===== src/rtl/pwm_dac_capture_if.sv =====
// Interface bundling the control inputs and result outputs of pwm_dac_capture.
// The bench drives it through the master modport; the capture block uses the
// slave modport. Clock and reset stay plain ports on the capture block.
interface pwm_dac_capture_if #(
  parameter int SUM_W = 12
);

  logic             enable_i;
  logic             pwm_i;
  logic             sync_i;
  logic [23:0]      dat_o;
  logic [SUM_W-1:0] sum_o;
  logic             valid_o;
  logic             dither_err_o;
  logic             sync_err_o;
  logic             locked_o;

  modport master (
    output enable_i, pwm_i, sync_i,
    input  dat_o, sum_o, valid_o, dither_err_o, sync_err_o, locked_o
  );

  modport slave (
    input  enable_i, pwm_i, sync_i,
    output dat_o, sum_o, valid_o, dither_err_o, sync_err_o, locked_o
  );

endinterface


===== src/rtl/pwm_dac_capture.sv =====
// pwm_dac_capture: samples a looped-back slow-DAC PWM line, measures the high
// time of every period across a 16-period frame and rebuilds the setpoint
// word {base, dither pattern} plus the total high time of the frame.
// Measurement free-runs once aligned to the generator's frame sync; a
// 16-step evaluation stage runs alongside the next frame's measurement.
module pwm_dac_capture #(
  parameter int PERIOD = 156,
  parameter int SUM_W  = 12
) (
  input  logic             adc_clk_i,
  input  logic             adc_rstn_i,
  pwm_dac_capture_if.slave bus
);

  localparam logic [7:0] LAST_PCNT = 8'(PERIOD - 1);

  typedef enum logic {IDLE, MEAS} state_t;

  state_t state_q, state_d;

  // Synchronised inputs
  logic pwm_meta, pwm_s;
  logic sync_meta, sync_s;

  // Measurement accumulators
  logic [7:0]       pcnt_q;
  logic [3:0]       sub_q;
  logic [7:0]       hcnt_q;
  logic [7:0]       min_q;
  logic [SUM_W-1:0] sum_q;
  logic [7:0]       h_q [16];

  // Evaluation stage
  logic             calc_active_q;
  logic [4:0]       calc_k_q;
  logic [7:0]       calc_min_q;
  logic [SUM_W-1:0] calc_sum_q;
  logic [15:0]      pat_q;
  logic             derr_q;

  // Output registers
  logic [23:0]      dat_q;
  logic [SUM_W-1:0] sum_out_q;
  logic             valid_q;
  logic             dither_q;
  logic             sync_err_q;
  logic             locked_q;

  // Per-cycle decode
  logic             meas_en;
  logic             start;
  logic             period_end;
  logic             frame_end;
  logic             sync_bad;
  logic             capture;
  logic [7:0]       h_new;
  logic [7:0]       min_new;
  logic [SUM_W-1:0] sum_new;
  logic [7:0]       h_k;
  logic             pat_k;
  logic             derr_k;

  assign meas_en    = (state_q == MEAS) && bus.enable_i;
  assign start      = (state_q == IDLE) && bus.enable_i && sync_s;
  assign period_end = (pcnt_q == LAST_PCNT);
  assign frame_end  = period_end && (sub_q == 4'd15);
  // A sync anywhere except the last cycle of the frame means we are misaligned.
  assign sync_bad   = meas_en && sync_s && !frame_end;
  assign capture    = meas_en && frame_end;

  assign h_new   = hcnt_q + {7'd0, pwm_s};
  assign min_new = (h_new < min_q) ? h_new : min_q;
  assign sum_new = sum_q + SUM_W'(h_new);

  // Evaluation of one period per step: a period above the minimum is a dither
  // bit; more than one clock above the minimum cannot come from the generator.
  assign h_k    = h_q[calc_k_q[3:0]];
  assign pat_k  = (h_k != calc_min_q);
  assign derr_k = ({1'b0, h_k} > ({1'b0, calc_min_q} + 9'd1));

  // Two-flop synchronisers for the asynchronous PWM and frame-sync lines.
  always_ff @(posedge adc_clk_i or negedge adc_rstn_i) begin
    if (!adc_rstn_i) begin
      // NOTE: flops are always written with <=, so every register samples the
      // pre-edge value of the others and simulation matches the hardware.
      pwm_meta  <= 1'b0;
      pwm_s     <= 1'b0;
      sync_meta <= 1'b0;
      sync_s    <= 1'b0;
    end else begin
      pwm_meta  <= bus.pwm_i;
      pwm_s     <= pwm_meta;
      sync_meta <= bus.sync_i;
      sync_s    <= sync_meta;
    end
  end

  // Frame-alignment state register.
  always_ff @(posedge adc_clk_i or negedge adc_rstn_i) begin
    if (!adc_rstn_i) state_q <= IDLE;
    else             state_q <= state_d;
  end

  // Next state: a sync with capture enabled starts measuring; enable low always idles.
  always_comb begin
    // NOTE: the default comes first so every path assigns state_d and no latch
    // is inferred.
    state_d = state_q;
    case (state_q)
      IDLE:    if (bus.enable_i && sync_s) state_d = MEAS;
      MEAS:    if (!bus.enable_i)          state_d = IDLE;
      default: state_d = IDLE;
    endcase
  end

  // Per-period high-time measurement, frame accumulation and sync checking.
  always_ff @(posedge adc_clk_i or negedge adc_rstn_i) begin
    if (!adc_rstn_i) begin
      pcnt_q     <= '0;
      sub_q      <= '0;
      hcnt_q     <= '0;
      min_q      <= '0;
      sum_q      <= '0;
      locked_q   <= 1'b0;
      sync_err_q <= 1'b0;
      // NOTE: the 16-entry h array is small register storage, not a RAM, so it
      // takes the async reset like any other flop and starts from a known state.
      for (int i = 0; i < 16; i++) h_q[i] <= '0;
    end else begin
      sync_err_q <= sync_bad;
      if (start || sync_bad) begin
        // Fresh alignment: the cycle after the sync is the first of a frame.
        pcnt_q <= '0;
        sub_q  <= '0;
        hcnt_q <= '0;
        min_q  <= 8'hFF;
        sum_q  <= '0;
        if (sync_bad) locked_q <= 1'b0;
      end else if (meas_en) begin
        if (period_end) begin
          h_q[sub_q] <= h_new;
          pcnt_q     <= '0;
          hcnt_q     <= '0;
          sub_q      <= sub_q + 4'd1;
          if (frame_end) begin
            // Frame totals move to the evaluation stage; restart for the next frame.
            min_q    <= 8'hFF;
            sum_q    <= '0;
            locked_q <= 1'b1;
          end else begin
            min_q <= min_new;
            sum_q <= sum_new;
          end
        end else begin
          pcnt_q <= pcnt_q + 8'd1;
          hcnt_q <= h_new;
        end
      end else begin
        locked_q <= 1'b0;
      end
    end
  end

  // Evaluation stage: 16 steps over the h array, then publish the frame result.
  always_ff @(posedge adc_clk_i or negedge adc_rstn_i) begin
    if (!adc_rstn_i) begin
      calc_active_q <= 1'b0;
      calc_k_q      <= '0;
      calc_min_q    <= '0;
      calc_sum_q    <= '0;
      pat_q         <= '0;
      derr_q        <= 1'b0;
      dat_q         <= '0;
      sum_out_q     <= '0;
      valid_q       <= 1'b0;
      dither_q      <= 1'b0;
    end else begin
      valid_q <= 1'b0;
      if (!bus.enable_i) begin
        calc_active_q <= 1'b0;
      end else if (capture) begin
        calc_active_q <= 1'b1;
        calc_k_q      <= '0;
        calc_min_q    <= min_new;
        calc_sum_q    <= sum_new;
        pat_q         <= '0;
        derr_q        <= 1'b0;
      end else if (calc_active_q) begin
        if (calc_k_q == 5'd16) begin
          dat_q         <= {calc_min_q, pat_q};
          sum_out_q     <= calc_sum_q;
          dither_q      <= derr_q;
          valid_q       <= 1'b1;
          calc_active_q <= 1'b0;
        end else begin
          pat_q[calc_k_q[3:0]] <= pat_k;
          if (derr_k) derr_q <= 1'b1;
          calc_k_q <= calc_k_q + 5'd1;
        end
      end
    end
  end

  assign bus.dat_o        = dat_q;
  assign bus.sum_o        = sum_out_q;
  assign bus.valid_o      = valid_q;
  assign bus.dither_err_o = dither_q;
  assign bus.sync_err_o   = sync_err_q;
  assign bus.locked_o     = locked_q;

endmodule

===== src/flat_wrapper.sv =====
// flat-port wrapper written by rule: the top's interface ports become plain ports
module pwm_dac_capture_flat 
#(
  parameter int PERIOD = 156,
  parameter int SUM_W  = 12
)
  (adc_clk_i, adc_rstn_i, bus_enable_i, bus_pwm_i, bus_sync_i, bus_dat_o, bus_sum_o, bus_valid_o, bus_dither_err_o, bus_sync_err_o, bus_locked_o);
  pwm_dac_capture_if #(.SUM_W(SUM_W)) bus_i ();
  input  logic adc_clk_i;
  input  logic adc_rstn_i;
  input wire logic [$bits(bus_i.enable_i)-1:0] bus_enable_i;
  input wire logic [$bits(bus_i.pwm_i)-1:0] bus_pwm_i;
  input wire logic [$bits(bus_i.sync_i)-1:0] bus_sync_i;
  output wire logic [$bits(bus_i.dat_o)-1:0] bus_dat_o;
  output wire logic [$bits(bus_i.sum_o)-1:0] bus_sum_o;
  output wire logic [$bits(bus_i.valid_o)-1:0] bus_valid_o;
  output wire logic [$bits(bus_i.dither_err_o)-1:0] bus_dither_err_o;
  output wire logic [$bits(bus_i.sync_err_o)-1:0] bus_sync_err_o;
  output wire logic [$bits(bus_i.locked_o)-1:0] bus_locked_o;
  assign bus_i.enable_i = bus_enable_i;
  assign bus_i.pwm_i = bus_pwm_i;
  assign bus_i.sync_i = bus_sync_i;
  assign bus_dat_o = bus_i.dat_o;
  assign bus_sum_o = bus_i.sum_o;
  assign bus_valid_o = bus_i.valid_o;
  assign bus_dither_err_o = bus_i.dither_err_o;
  assign bus_sync_err_o = bus_i.sync_err_o;
  assign bus_locked_o = bus_i.locked_o;
  pwm_dac_capture #(.PERIOD(PERIOD), .SUM_W(SUM_W)) u_core (.adc_clk_i(adc_clk_i), .adc_rstn_i(adc_rstn_i), .bus(bus_i));
endmodule

===== config.mk =====
export PLATFORM = sky130hd
export DESIGN_NAME = pwm_dac_capture_flat
export DESIGN_NICKNAME = d
export VERILOG_FILES = /design/src/rtl/pwm_dac_capture_if.sv /design/src/rtl/pwm_dac_capture.sv /design/src/flat_wrapper.sv
export SDC_FILE = /design/constraint.sdc
export NUM_CORES = 1
export LEC_CHECK = 0
export ABC_AREA = 1
export CAP_MARGIN = 20
export CELL_PAD_IN_SITES_DETAIL_PLACEMENT = 1
export CELL_PAD_IN_SITES_GLOBAL_PLACEMENT = 1
export CORE_MARGIN = 5
export CORE_UTILIZATION = 46
export DETAILED_ROUTE_END_ITERATION = 12
export GPL_TIMING_DRIVEN = 0
export HOLD_SLACK_MARGIN = 0.03
export PLACE_DENSITY_LB_ADDON = 0.12
export SKIP_CTS_REPAIR_TIMING = 1
export SLEW_MARGIN = 20
export SYNTH_ARGS = -nofsm -noshare
export SYNTH_HDL_FRONTEND = slang
export SYNTH_SLANG_ARGS = --single-unit

===== constraint.sdc =====
create_clock -name adc_clk_i -period 3.2 [get_ports adc_clk_i]
set_input_delay 0.8 -clock adc_clk_i [delete_from_list [all_inputs] [get_ports adc_clk_i]]
set_output_delay 0.8 -clock adc_clk_i [all_outputs]
set_load 0.05 [all_outputs]

Word-level counts from Yosys, hierarchy flattened. Index checks and enable logic that the tools add are counted. Widths: inputs -> output; s select.

Register bits: 256. Bits in latches: 0. Bits in writable memories: 0. Bits in read-only memories: 0. Bits of input ports: 5. Memories kept: 0.

Add/sub/neg operators: 6. Multipliers: 0. Divide/modulo/power cells: 0. $lt $le $gt $ge: 7. Equality and inequality tests: 8. Shift operators: 0. Mux-type cells: 53. Bitwise logic cells: 5. Reduce and logical (&&, ||, !) cells: 23.

Operator list (number): $bwmux 128 (1); $mux 8 (14); $mux 12 (4); $mux 16 (3); $bmux 8 s4 (1); $demux 8 s4 (1); $mux 1 (20); $bwmux 16 (1); $mux 5 (3); $add 12x8->12 (1); $mux 4 (3); $ge 5x5->1 const B (2); $logic_and 1x1->1 (10); $not 4->5 (2); $add 8x1->9 const B (1); $gt 8x9->1 (1); $reduce_and 3->1 (3); $add 8x1->8 (1); $add 8x1->8 const B (1); $eq 8x8->1 const B (1); $lt 8x8->1 (1); $ne 8x8->1 (1); $reduce_and 4->1 (2); $reduce_bool 2->1 (4); other kinds (15) (20).

Longest topological paths before layout.
Depth in word-level cells: 9. Gate-level depth with buffers: 19. Depth with buffers taken out: 18.

Worst setup path before layout. Ideal clock, no wire load.

Path kind: reg2reg. From: register u_core.hcnt_q[0]. To: register u_core.sum_q[7]. Library setup time: 121 ps. Arrival: 2613 ps. Data required time: 3079 ps. Path slack: 466 ps. Cell stages (with the launch flop): 14. Period minus slack after synthesis: 2734 ps. Path through: dfrtp_1 > ha_1 > ha_1 > nand2_1 > inv_1 > nand2_1 > xor2_1 > inv_1 > ha_1 > a21o_1 > a21oi_1 > o21ai_0 > xor2_1 > a22o_1.

Word-level cells in the longest chain between the ends: 6.

RTL lines: start, declared (RTL line pwm_dac_capture.sv:28) `logic [7:0] hcnt_q;`; start signal, assigned (RTL line pwm_dac_capture.sv:156) `hcnt_q <= h_new;`; $add 8x1->8 (RTL line pwm_dac_capture.sv:71) `assign h_new = hcnt_q + {7'd0, pwm_s};`; named net u_core.h_new[4] (RTL line pwm_dac_capture.sv:56) `logic [7:0] h_new;`; $add 12x8->12 (RTL line pwm_dac_capture.sv:73) `assign sum_new = sum_q + SUM_W'(h_new);`; $mux 12 (RTL line pwm_dac_capture.sv:145) `if (frame_end) begin`; $mux 12 (RTL line pwm_dac_capture.sv:140) `if (period_end) begin`; $mux 12 (RTL line pwm_dac_capture.sv:139) `end else if (meas_en) begin`; $mux 12 (RTL line pwm_dac_capture.sv:131) `if (start || sync_bad) begin`; end signal, assigned (RTL line pwm_dac_capture.sv:152) `sum_q <= sum_new;`; end, declared (RTL line pwm_dac_capture.sv:30) `logic [SUM_W-1:0] sum_q;`.

The timed path passes the listed nets, and every way through them passes these cells. The select of a mux whose other input is x is not followed. A chain may end at the register's enable or synchronous reset.

Worst setup path in the final report.
From: register u_core.calc_k_q[1]. To: register u_core.derr_q.

Word-level cells in the longest chain between the ends: 7.

RTL lines: start, declared (RTL line pwm_dac_capture.sv:35) `logic [4:0] calc_k_q;`; start signal, assigned (RTL line pwm_dac_capture.sv:198) `calc_k_q <= calc_k_q + 5'd1;`; $not 4->5 (not written as such) (RTL line pwm_dac_capture.sv:77) `assign h_k = h_q[calc_k_q[3:0]];`; $bmux 8 s4 (RTL line pwm_dac_capture.sv:77); $mux 8 (not written as such) (2 in a row) (RTL line pwm_dac_capture.sv:77); $gt 8x9->1 (RTL line pwm_dac_capture.sv:79) `assign derr_k = ({1'b0, h_k} > ({1'b0, calc_min_q} + 9'd1));`; $reduce_bool 2->1 (no source line); $reduce_and 4->1 (no source line) *; end signal, assigned (RTL line pwm_dac_capture.sv:172) `derr_q <= 1'b0;`; end signal, assigned (RTL line pwm_dac_capture.sv:187) `derr_q <= 1'b0;`; end signal, assigned (RTL line pwm_dac_capture.sv:197) `if (derr_k) derr_q <= 1'b1;`; end, declared (RTL line pwm_dac_capture.sv:39) `logic derr_q;`.

Mark *: on every way between the ends. The rest lies on a longest branch, timed or not. The select of a mux whose other input is x is not followed.

==> results.md <==
- Syn nets: 1655
- First-pass GRT wire length: 65130 um
- Final worst slack: 0.1072 ns
- Post-synth cell types: 38
- Largest net degree at the start of global routing: 98
- Post-detail-place hpwl: 28400 um
- Share of cells above drive strength 1: 9.101%
- Max VDD drop: 462.6 uV
- Critical path required time: 3.62 ns
- Kind of critical path: reg2reg
- MaxCap Viol Count: 0
- Seq cells post-synth: 256
- DR WL/cell: 19.38 um
- Portion of total power attributed to combinational logic: 9.7%
- Fin cells: 2097
- Placed Cells: 2034
- Row count: 60
- Max transition margin: 33.96%
- Die ar.: 31030 um2
- Most used DFF post-synth: dfrtp_1
- CP startpoint kind: register
- Worst-Margin Slew: 0.9870 ns
- Port Buffers: 44
- Die W: 176.2 um
- Avg Cell Area, Syn: 7.868 um2
- Vias in the first global route: 11781
- IO Pins: 45
- Power Dens Cells: 523.0 nW/um2
- Ys async rst share: 100.0%
- Max-slew violations: 0
- Initial antenna violation count: 0
- Ys Warns: 0
- Top area cells in the synthesized netlist: dfrtp_1 50%, nand2_1 16%, o21ai_0 7.8%
- Min Clock Period, post-route: 3.093 ns
- Final Hold Vio Count: 0
- Sw Ratio: 25.56%
- Drt first pass iters: 5
- Final Core Density: 55.39%
- Max clock buf depth: 3
- Max stage delay on crit path: 0.52 ns
- Internal power: 5.845 mW
- Inserted Clock Buffers: 29
- Net Switching: 2.006 mW
- Post-synth EDFFs: 0
- DRT antenna net count: 0
- Core Area: 27100 um2
- H-tree Lvls: 1
- Synthesized instance count: 1614
- CP cell instances: clkbuf_4, inv_1, buf_2, nand3_1, nand2_1, nand2_1, nand2_1, nor2_1, inv_1, ha_1, nand2_1, or4_1, nand3_1, nor2_1, nor2_1, nor2_1
- Worst slack at placement: -0.7587 ns
- Final nets: 1743
- Crit path DAT: 3.52 ns
- Clock-pin slew on the worst setup and hold paths: 0.07 ns
- Slack of the worst reg-to-reg path: 0.11 ns
- Clock skew: 0.01039 ns
- Synth area leader: dfrtp_1
- Ant diodes: 0
- Sequential-to-total area share from yosys stat: 50.44%
- Via density: 5.351
- Delay-heaviest family, CP: simple AND/OR/NAND/NOR gates
- Placer Congestion: 0.8569
- Status: completed
- CTS tree: done
- Worst Hold Class: in2async
- FMAX: 0.3233 GHz
- DRC: 0
- Total power: 7.851 mW
- GRT overflow: 0
- Post-Synthesis Cell Area: 12700 um2
- Critical Path Sink Type: register
- Gr usage total: 26.49%
- Initial Utilization: 46.86%
- Bufs and invs on worst path: 4
- Clock sinks: 256
- Share of the synthesized area in the top cell type: 50.44%
- Final setup fails: 0
- Top cells by count, synth: 525 x nand2_1, 256 x dfrtp_1, 213 x inv_1
- Period utilization: 96.65%
- Worst hold slack: 0.1448 ns
- Root Buffer: clkbuf_16
- Static leakage: 7.382 nW
- Worst-Skew Late Latency: 0.55 ns
- Cell with the most instances after synthesis: nand2_1
- CP max stage cell: or4_1
- CP Max Fanout: 10
- Starting DRT DRC Count: 762
- Layout Area Growth over Synthesis: 18.21%
- Vias: 11222
- Reg power frac: 43.1%
- Post-detailed-routing wire length: 40650 um
- Clock power frac: 47.3%
- DIE HEIGHT: 176.2 um
## cell families after synthesis
group / Yosys count / synth area share (%)
AND/OR/NAND/NOR: 728 / 23.49
AO/OA/AOI/OAI: 284 / 11.66
flip-flops: 256 / 50.44
adder cells (fa/ha/maj): 36 / 3.606
buffers and inverters: 286 / 9.153
XOR/XNOR: 24 / 1.655
## routing by layer
layer  global-route usage [%]  up-vias  wire, um
met1                    37.03     5662     18400
met4                    7.083        0      1154
met5                        0        -         0
met2                    44.61      223     19580
met3                    2.377       78      1512
li1                         -     5259         -
## stage by stage
stage / instance area (um2) / setup TNS (ns)
floorplan: 12700 / 0
global placement: 13610 / -2557.01
detailed placement: 13700 / -21.71
CTS: 14780 / -18.03
global route: 15010 / -0.02575
finish: 15010 / 0
## area by class of cell
type	count	area [um2]
Sequential cell	256	6407
Buffer	67	362.8
Inverter	218	822.0
Tap cell	372	465.4
Timing Repair Buffer	58	623.1
Fill cell	3321	12090
Multi-Input combinational cell	1072	5255
Clock buffer	40	847.1
Clock inverter	14	229.0
## power groups by stage
stage	Sequential, mW	Combinational, mW	Clock [mW]
after floorplan	3.42	0.361	0
after global placement	3.43	0.648	0
after detailed placement	3.44	0.687	0
after CTS	3.38	0.691	3.76
after global routing	3.39	0.828	3.92
final	3.38	0.758	3.71
## cell usage in the layout (no fill, tap or decap), types with 2 or more instances in the layout
cell	count
nand2_1	524
dfrtp_1	255
inv_1	212
o21ai_0	191
nand3_1	83
nor2_1	72
clkdlybuf4s50_1	43
o21ai_1	39
ha_1	33
a21oi_1	32
clkbuf_16	29
clkbuf_1	26
buf_2	25
buf_4	19
nand2_2	15
xor2_1	14
nor3_1	10
clkbuf_8	8
nor2_2	7
clkbuf_4	6
nand4_1	6
bufinv_16	6
a22o_1	5
clkinv_2	5
o22ai_1	4
nor2_4	4
xnor2_1	4
o311ai_0	4
inv_2	3
buf_6	3
clkinvlp_4	3
o21a_1	3
buf_16	3
xor2_4	2
xor2_2	2
xnor2_4	2
clkinv_1	2
ha_2	2
## worst paths after layout
| kind | start | endpoint | cells past startpoint |
|---|---|---|---|
| max | u_core.calc_k_q[1] | u_core.derr_q | 16 |
| min | adc_rstn_i | u_core.h_q[110] | 1 |
| max reg2reg | u_core.calc_k_q[1] | u_core.derr_q | 16 |
| min reg2reg | u_core.sync_meta | u_core.sync_s | 0 |
| max in group asynchronous | adc_rstn_i | u_core.sum_q[10] | 3 |
| min in group adc_clk_i | u_core.sync_meta | u_core.sync_s | 0 |
## state kept, by name, summed over array words and instances, names as in the netlist, 8 cells and up
name / flops
u_core.calc_sum_q: 12
u_core.h_q: 128
u_core.calc_min_q: 8
u_core.sum_q: 12
u_core.hcnt_q: 8
u_core.bus.dat_o: 24
u_core.pcnt_q: 8
u_core.pat_q: 16
u_core.bus.sum_o: 12
u_core.min_q: 8
(Power assumes the default switching activity.)
